`src/rtl/imem_dmem_port_arbiter.sv`:
```
// ---------------------------------------------------------------------------
// imem_dmem_port_arbiter
//
// Purpose:
//   Shares one single-ported memory between instruction fetch (IF) and the
//   data stage (MEM). Only one transaction is outstanding at a time. Data
//   wins contested cycles unless IF has lost STARVE_MAX contested
//   arbitrations in a row, in which case IF is forced through.
//
// Parameters:
//   AW          address width
//   DW          data width
//   STARVE_MAX  contested data wins before IF is forced (0 = IF wins ties)
//
// Ports:
//   clk, rst                 clock, synchronous active-high reset
//   if_req/if_addr           IF read request and word address
//   if_gnt/if_rvalid/if_rdata  IF accept pulse, response pulse, read data
//   d_req/d_we/d_addr/d_wdata  data request, store flag, address, store data
//   d_gnt/d_rvalid/d_rdata   data accept pulse, response pulse, load data
//   mem_req/mem_we/mem_addr/mem_wdata  registered request to memory
//   mem_gnt/mem_rvalid/mem_rdata       memory accept, response, read data
//   conflict_cnt             count of contested IDLE cycles (optional)
//   arb_busy                 high whenever a transaction is in flight
//
// Configuration:
//   ARB_PERF_CNT_EN  when defined, adds the 32-bit conflict_cnt output.
// ---------------------------------------------------------------------------
module imem_dmem_port_arbiter #(
    parameter int AW         = 32,
    parameter int DW         = 32,
    parameter int STARVE_MAX = 4
) (
    input  logic          clk,
    input  logic          rst,
    input  logic          if_req,
    input  logic [AW-1:0] if_addr,
    output logic          if_gnt,
    output logic          if_rvalid,
    output logic [DW-1:0] if_rdata,
    input  logic          d_req,
    input  logic          d_we,
    input  logic [AW-1:0] d_addr,
    input  logic [DW-1:0] d_wdata,
    output logic          d_gnt,
    output logic          d_rvalid,
    output logic [DW-1:0] d_rdata,
    output logic          mem_req,
    output logic          mem_we,
    output logic [AW-1:0] mem_addr,
    output logic [DW-1:0] mem_wdata,
    input  logic          mem_gnt,
    input  logic          mem_rvalid,
    input  logic [DW-1:0] mem_rdata,
`ifdef ARB_PERF_CNT_EN
    output logic [31:0]   conflict_cnt,
`endif
    output logic          arb_busy
);

    // A zero-width counter is illegal, so STARVE_MAX=0 still gets one bit.
    localparam int CW = (STARVE_MAX > 0) ? $clog2(STARVE_MAX + 1) : 1;
    localparam logic [CW-1:0] STARVE_LIM = CW'(STARVE_MAX);

    typedef enum logic [1:0] {
        IDLE = 2'd0,
        REQ  = 2'd1,
        RSP  = 2'd2
    } state_t;

    state_t        state_q;
    logic          owner_data_q;
    logic [CW-1:0] starve_cnt_q;
    logic [CW-1:0] starve_cnt_d;
    logic          mem_we_q;
    logic [AW-1:0] mem_addr_q;
    logic [DW-1:0] mem_wdata_q;

    logic          pick_data;
    logic          pick_if;
    logic          accept;
    logic [AW-1:0] win_addr;

    // Arbitration: data wins unless IF is also asking and has been starved.
    // Grants are suppressed during reset so no accepted request is lost.
    always_comb begin
        pick_data = d_req & ~(if_req & (starve_cnt_q >= STARVE_LIM));
        pick_if   = if_req & ~pick_data;
        accept    = (state_q == IDLE) & ~rst & (if_req | d_req);
        win_addr  = (pick_data ? d_addr : if_addr) & {{(AW-2){1'b1}}, 2'b00};
    end

    // Starvation counter: counts data grants that IF lost, cleared on IF grant.
    always_comb begin
        starve_cnt_d = starve_cnt_q;
        if (if_gnt) begin
            starve_cnt_d = '0;
        end else if (d_gnt && if_req && (starve_cnt_q < STARVE_LIM)) begin
            starve_cnt_d = starve_cnt_q + 1'b1;
        end
    end

    // Transaction FSM; latches the winner's request on accept.
    always_ff @(posedge clk) begin
        if (rst) begin
            state_q      <= IDLE;
            owner_data_q <= 1'b0;
            starve_cnt_q <= '0;
            mem_we_q     <= 1'b0;
            mem_addr_q   <= '0;
            mem_wdata_q  <= '0;
        end else begin
            starve_cnt_q <= starve_cnt_d;
            case (state_q)
                IDLE: begin
                    if (accept) begin
                        owner_data_q <= pick_data;
                        mem_we_q     <= pick_data & d_we;
                        mem_addr_q   <= win_addr;
                        mem_wdata_q  <= pick_data ? d_wdata : '0;
                        state_q      <= REQ;
                    end
                end
                REQ: begin
                    if (mem_gnt) begin
                        state_q <= RSP;
                    end
                end
                RSP: begin
                    if (mem_rvalid) begin
                        state_q <= IDLE;
                    end
                end
                default: state_q <= IDLE;
            endcase
        end
    end

    // Responses route only to the latched owner; a response arriving in the
    // reset cycle is dropped because the transaction is being abandoned.
    assign if_gnt    = accept & pick_if;
    assign d_gnt     = accept & pick_data;
    assign if_rvalid = (state_q == RSP) & mem_rvalid & ~owner_data_q & ~rst;
    assign d_rvalid  = (state_q == RSP) & mem_rvalid & owner_data_q & ~rst;
    assign if_rdata  = mem_rdata;
    assign d_rdata   = mem_rdata;
    assign mem_req   = (state_q == REQ);
    assign mem_we    = mem_we_q;
    assign mem_addr  = mem_addr_q;
    assign mem_wdata = mem_wdata_q;
    assign arb_busy  = (state_q != IDLE);

`ifdef ARB_PERF_CNT_EN
    logic [31:0] conflict_cnt_q;
    logic [31:0] conflict_cnt_d;

    // Contested IDLE cycles; wraps naturally at 2^32.
    always_comb begin
        conflict_cnt_d = conflict_cnt_q;
        if ((state_q == IDLE) && if_req && d_req) begin
            conflict_cnt_d = conflict_cnt_q + 32'd1;
        end
    end

    always_ff @(posedge clk) begin
        if (rst) begin
            conflict_cnt_q <= '0;
        end else begin
            conflict_cnt_q <= conflict_cnt_d;
        end
    end

    assign conflict_cnt = conflict_cnt_q;
`endif

endmodule

```
`config.mk`:
```
export PLATFORM = sky130hd
export DESIGN_NAME = imem_dmem_port_arbiter
export DESIGN_NICKNAME = d
export VERILOG_FILES = /design/src/rtl/imem_dmem_port_arbiter.sv
export SDC_FILE = /design/constraint.sdc
export NUM_CORES = 1
export LEC_CHECK = 0
export CORE_ASPECT_RATIO = 0.75
export CORE_MARGIN = 1.5
export CORE_UTILIZATION = 34
export CTS_CLUSTER_DIAMETER = 30
export DETAILED_ROUTE_END_ITERATION = 10
export PLACE_DENSITY_LB_ADDON = 0.25
export SLEW_MARGIN = 20
export SYNTH_ARGS = -nofsm -noshare
export SYNTH_HDL_FRONTEND = slang
export SYNTH_SLANG_ARGS = --single-unit
```
`constraint.sdc`:
```
create_clock -name clk -period 1.6 [get_ports clk]
set_input_delay 0.16 -clock clk [delete_from_list [all_inputs] [get_ports clk]]
set_output_delay 0.16 -clock clk [all_outputs]
set_load 0.03 [all_outputs]
```
==> results.md <==
| Stage | Item | Reported |
|---|---|---|
| run status | Result of the run | finished, final reports clean |
| floorplan | Row cnt | 31 |
| placed design | Final weighted congestion in routability-driven placement | 0.783 |
| critical path | Crit path max-delay family | simple AND/OR/NAND/NOR gates |
| critical path | Data required time at the worst endpoint | 1.44 ns |
| routing | Average wire per cell in the routed design | 16.5 um |
| sta | Worst-case setup margin in the final layout | 0.0557 ns |
| sta | Worst clock skew on the final layout | 0.00748 ns |
| synthesis | Post-synthesis sequential element count | 69 |
| global route | GRT Util Overall | 20.2% |
| synthesis | Area fraction in compound gates after synthesis | 23.0% |
| routing | Antenna Violating Nets Remaining | 0 |
| synthesis | Synth warnings | 0 |
| clock tree | Clock latency reported for the late side of the worst-skew pair | 0.33 ns |
| sta | Final sum of negative setup slack | 0 ns |
| hold path | Min-Delay Path Class | primary input to flip-flop |
| cells and area | Count of fill cells added during filler insertion | 940 |
| sta | Final Max Tran Viols | 0 |
| critical path | Crit path buffers/inverters | 2 |
| critical path | Cells along the critical path | buf_4 -> nor3b_4 -> nand2_1 -> nor2_1 -> buf_4 |
| routing | DRT iter0 DRCs | 246 |
| synthesis | Netlist Area Pre-Place | 0.00347 mm2 |
| sta | Unrepaired setup endpoints after global routing | yes |
| routing | Met2 layer wire length in the routed design | 4990 um |
| critical path | Most frequent cell on the critical path | sky130_fd_sc_hd__buf_4 |
| clock tree | Longest Clk Path Bufs | 2 |
| routing | Routed wl met3 | 918 um |
| synthesis | Cell variety after synth | 31 |
| synthesis | Mux share of post-synthesis cell area | 0.289% |
| power | Leakage power total | 1.97 nW |
| cells and area | Net total in the final layout | 668 |
| placed design | Worst slack at placement | -0.143 ns |
| global route | Remaining Overflow, GRT | 0 |
| clock tree | TritonCTS clock tree | done |
| synthesis | Seq/Total Area, Yosys | 39.9% |
| critical path | Crit path capture type | output pin |
| sta | Hold Worst Slack | 0.230 ns |
| global route | Antenna violations before repair | 0 |
| synthesis | Average footprint of a synthesized cell | 8.04 um2 |
| clock tree | Post-CTS clock slew at the launch and capture registers of the worst setup and hold paths | 0.05 ns |
| floorplan | Die Span Y | 90.4 um |
| synthesis | Parity-gate share of the synthesized area counting xor and xnor cells | 0% |
| sta | Clock period minus final worst setup slack | 1.54 ns |
| clock tree | Num CTS Buffers | 9 |
| clock tree | Cell chosen for the clock root | sky130_fd_sc_hd__clkbuf_16 |
| sta | Post-route fraction of the period consumed by the critical path | 96.5% |
| routing | Routed length on met1 | 4930 um |
| cells and area | Cell Count, Final, Fillers Out | 669 |
| synthesis | Area share of the leading cell type in the synthesized netlist | 39.9% |
| clock tree | H-tree levels | 3 |
| cells and area | Design Area, Final | 0.00530 mm2 |
| critical path | Path type of the worst setup path | flip-flop to output pin |
| cells and area | Post-route core utilization | 54.2% |
| floorplan | Die W | 120 um |
| routing | Highest routing layer actually used | met4 |
| global route | Vias in the first global route | 3431 |
| critical path | CP Data Arrival Time | 1.38 ns |
| floorplan | Starting density of the core | 35.5% |
| power | Largest vdd supply drop | 652 uV |
| synthesis | Fraction of the mapped netlist area in adder cells | 0.361% |
| placed design | Final HPWL DP | 7350 um |
| routing | Final wirelength | 11000 um |
| synthesis | Largest family of logic cells by synthesized area | compound AO/OA/AOI/OAI gates |
| routing | DRC violations left | 0 |
| global route | Pin count of the biggest net entering global routing | 47 |
| synthesis | Post-synthesis instance total | 431 |
| power | Power Density | 1030 mW/mm2 |
| critical path | Max incr delay on CP | 0.33 ns |
| placed design | Count of input and output buffers | 167 |
| job | Number of max-cap violations | 0 |
| power | Overall power after layout | 5.48 mW |
| critical path | Startpoint type of the worst setup path | flip-flop |
| floorplan | Core box area | 0.00977 mm2 |
| sta | Final-report hold violation count | 0 |
| placed design | Number of placed instances, taps included | 647 |
| synthesis | Cell types occupying the most area after synthesis | sky130_fd_sc_hd__dfxtp_1 (40%), sky130_fd_sc_hd__buf_4 (15%), sky130_fd_sc_hd__a21oi_1 (9.5%) |
| global route | Wire length of the first global-routing pass | 17500 um |
| cells and area | Signed area change from the synthesized netlist to the final layout | 53.0% |
| cells and area | Share of cells above drive strength 1 | 11.7% |
| floorplan | Die area | 0.0108 mm2 |
| clock tree | # clock sinks | 69 |
| floorplan | I/O pin count | 270 |
| synthesis | Post-synthesis cell type with the largest combined area | sky130_fd_sc_hd__dfxtp_1 |
| routing | Total number of vias | 3494 |
| critical path | Critical-path top delay cell | sky130_fd_sc_hd__dfxtp_2 |
| sta | Fmax | 648 MHz |
| routing | Detail-routed via count per cell | 5.22 |
| routing | First-pass DRT Iterations | 4 |
| synthesis | Simple-Gate Fraction of Synth Area | 16.3% |
| critical path | Worst-path fanout max | 5 |
| placed design | Placed inst area | 0.00487 mm2 |
| sta | Final setup viols | 0 |
| cells and area | Number of antenna diodes | 0 |
==> metal layers <==
layer	up-vias	track usage, %
li1	1675	-
met1	1649	25.2
met2	145	31.6
met3	25	8.14
met4	0	7.34
met5	-	0
==> where the power goes <==
| group | switching [mW] | total, mW | internal, mW | leakage, nW |
|---|---|---|---|---|
| sequential | 0.0758 | 1.94 | 1.87 | 0.570 |
| clock | 0.744 | 2.03 | 1.29 | 0.148 |
| combinational | 0.775 | 1.50 | 0.727 | 1.25 |
==> cell type report <==
type | instances | area [um2] | area share (%)
clock buffer | 11 | 253 | 4.77
tap | 132 | 165 | 3.12
clock inverter | 5 | 58.8 | 1.11
sequential | 69 | 1390 | 26.1
multi-input combinational | 254 | 1430 | 27.0
timing repair buffer | 196 | 2000 | 37.7
inverter | 2 | 7.51 | 0.142
==> kinds of logic (layout without fill, tap and decap cells) <==
family                     Yosys count  after routing
muxes                                1              1
buffers and inverters              109            214
other                                1              2
AOI/OAI and AO/OA                  134            134
adders and majority gates            1              1
and+or+nand+nor                    116            116
DFF                                 69             69
==> synthesized netlist by cell type <==
cell type and n:
sky130_fd_sc_hd__buf_2 19, sky130_fd_sc_hd__nor2b_1 1, sky130_fd_sc_hd__a21boi_1 1, sky130_fd_sc_hd__clkbuf_1 16
sky130_fd_sc_hd__o21ai_0 18, sky130_fd_sc_hd__nand2_1 63, sky130_fd_sc_hd__dfxtp_1 69, sky130_fd_sc_hd__nor2_2 1
sky130_fd_sc_hd__nand4_1 33, sky130_fd_sc_hd__o21ai_1 16, sky130_fd_sc_hd__ha_1 1, sky130_fd_sc_hd__a311oi_1 30
sky130_fd_sc_hd__inv_1 1, sky130_fd_sc_hd__mux2i_1 1, sky130_fd_sc_hd__o22a_1 1, sky130_fd_sc_hd__nor4_1 1
sky130_fd_sc_hd__nand3_1 1, sky130_fd_sc_hd__nand2b_1 3, sky130_fd_sc_hd__buf_4 70, sky130_fd_sc_hd__a21bo_1 1
sky130_fd_sc_hd__nor4b_1 1, sky130_fd_sc_hd__a2111oi_0 1, sky130_fd_sc_hd__inv_2 1, sky130_fd_sc_hd__conb_1 1
sky130_fd_sc_hd__nand4b_1 2, sky130_fd_sc_hd__a21oi_1 66, sky130_fd_sc_hd__buf_1 2, sky130_fd_sc_hd__or2_1 1
sky130_fd_sc_hd__nor2_1 7, sky130_fd_sc_hd__nor3b_1 1, sky130_fd_sc_hd__nor3b_2 1
==> layout by cell type (no fill, tap or decap), types with 3 or more instances in the layout <==
cell and n:
sky130_fd_sc_hd__a311oi_1 30, sky130_fd_sc_hd__a21oi_1 66, sky130_fd_sc_hd__clkdlybuf4s50_1 159, sky130_fd_sc_hd__o21ai_1 16, sky130_fd_sc_hd__nand2_1 63, sky130_fd_sc_hd__dfxtp_2 3
sky130_fd_sc_hd__nand4_1 33, sky130_fd_sc_hd__buf_4 25, sky130_fd_sc_hd__dfxtp_1 66, sky130_fd_sc_hd__clkbuf_16 9, sky130_fd_sc_hd__nor2_1 5, sky130_fd_sc_hd__buf_12 6
sky130_fd_sc_hd__o21ai_0 18
==> state kept, by name, summed over array words and instances (netlist names) <==
signal        count
mem_addr         30
mem_wdata        32
starve_cnt_q      3
mem_we            1
state_q           2
owner_data_q      1
==> final timing paths <==
| check | start | to | slack [ns] | cells past startpoint |
|---|---|---|---|---|
| worst max-delay path | state_q[0]$_SDFFE_PP0P_ | if_gnt | 0.06 | 5 |
| worst min-delay path | rst | mem_wdata[24]$_SDFFE_PP0P_ | 0.23 | 2 |
| worst max register to register | state_q[0]$_SDFFE_PP0P_ | mem_addr[15]$_SDFFE_PP0P_ | 0.25 | 5 |
| worst min register to register | mem_we$_SDFFE_PP0P_ | mem_we$_SDFFE_PP0P_ | 0.47 | 2 |
==> repair_timing <==
action                     CTS  global route
setup endpoints to repair    5             3
resized for setup            4             6
hold buffers                 0             0
pin swaps                    1             2
cloned                       2             0
setup buffers                2             2
No activity file was read; power rests on OpenSTA's default activity.
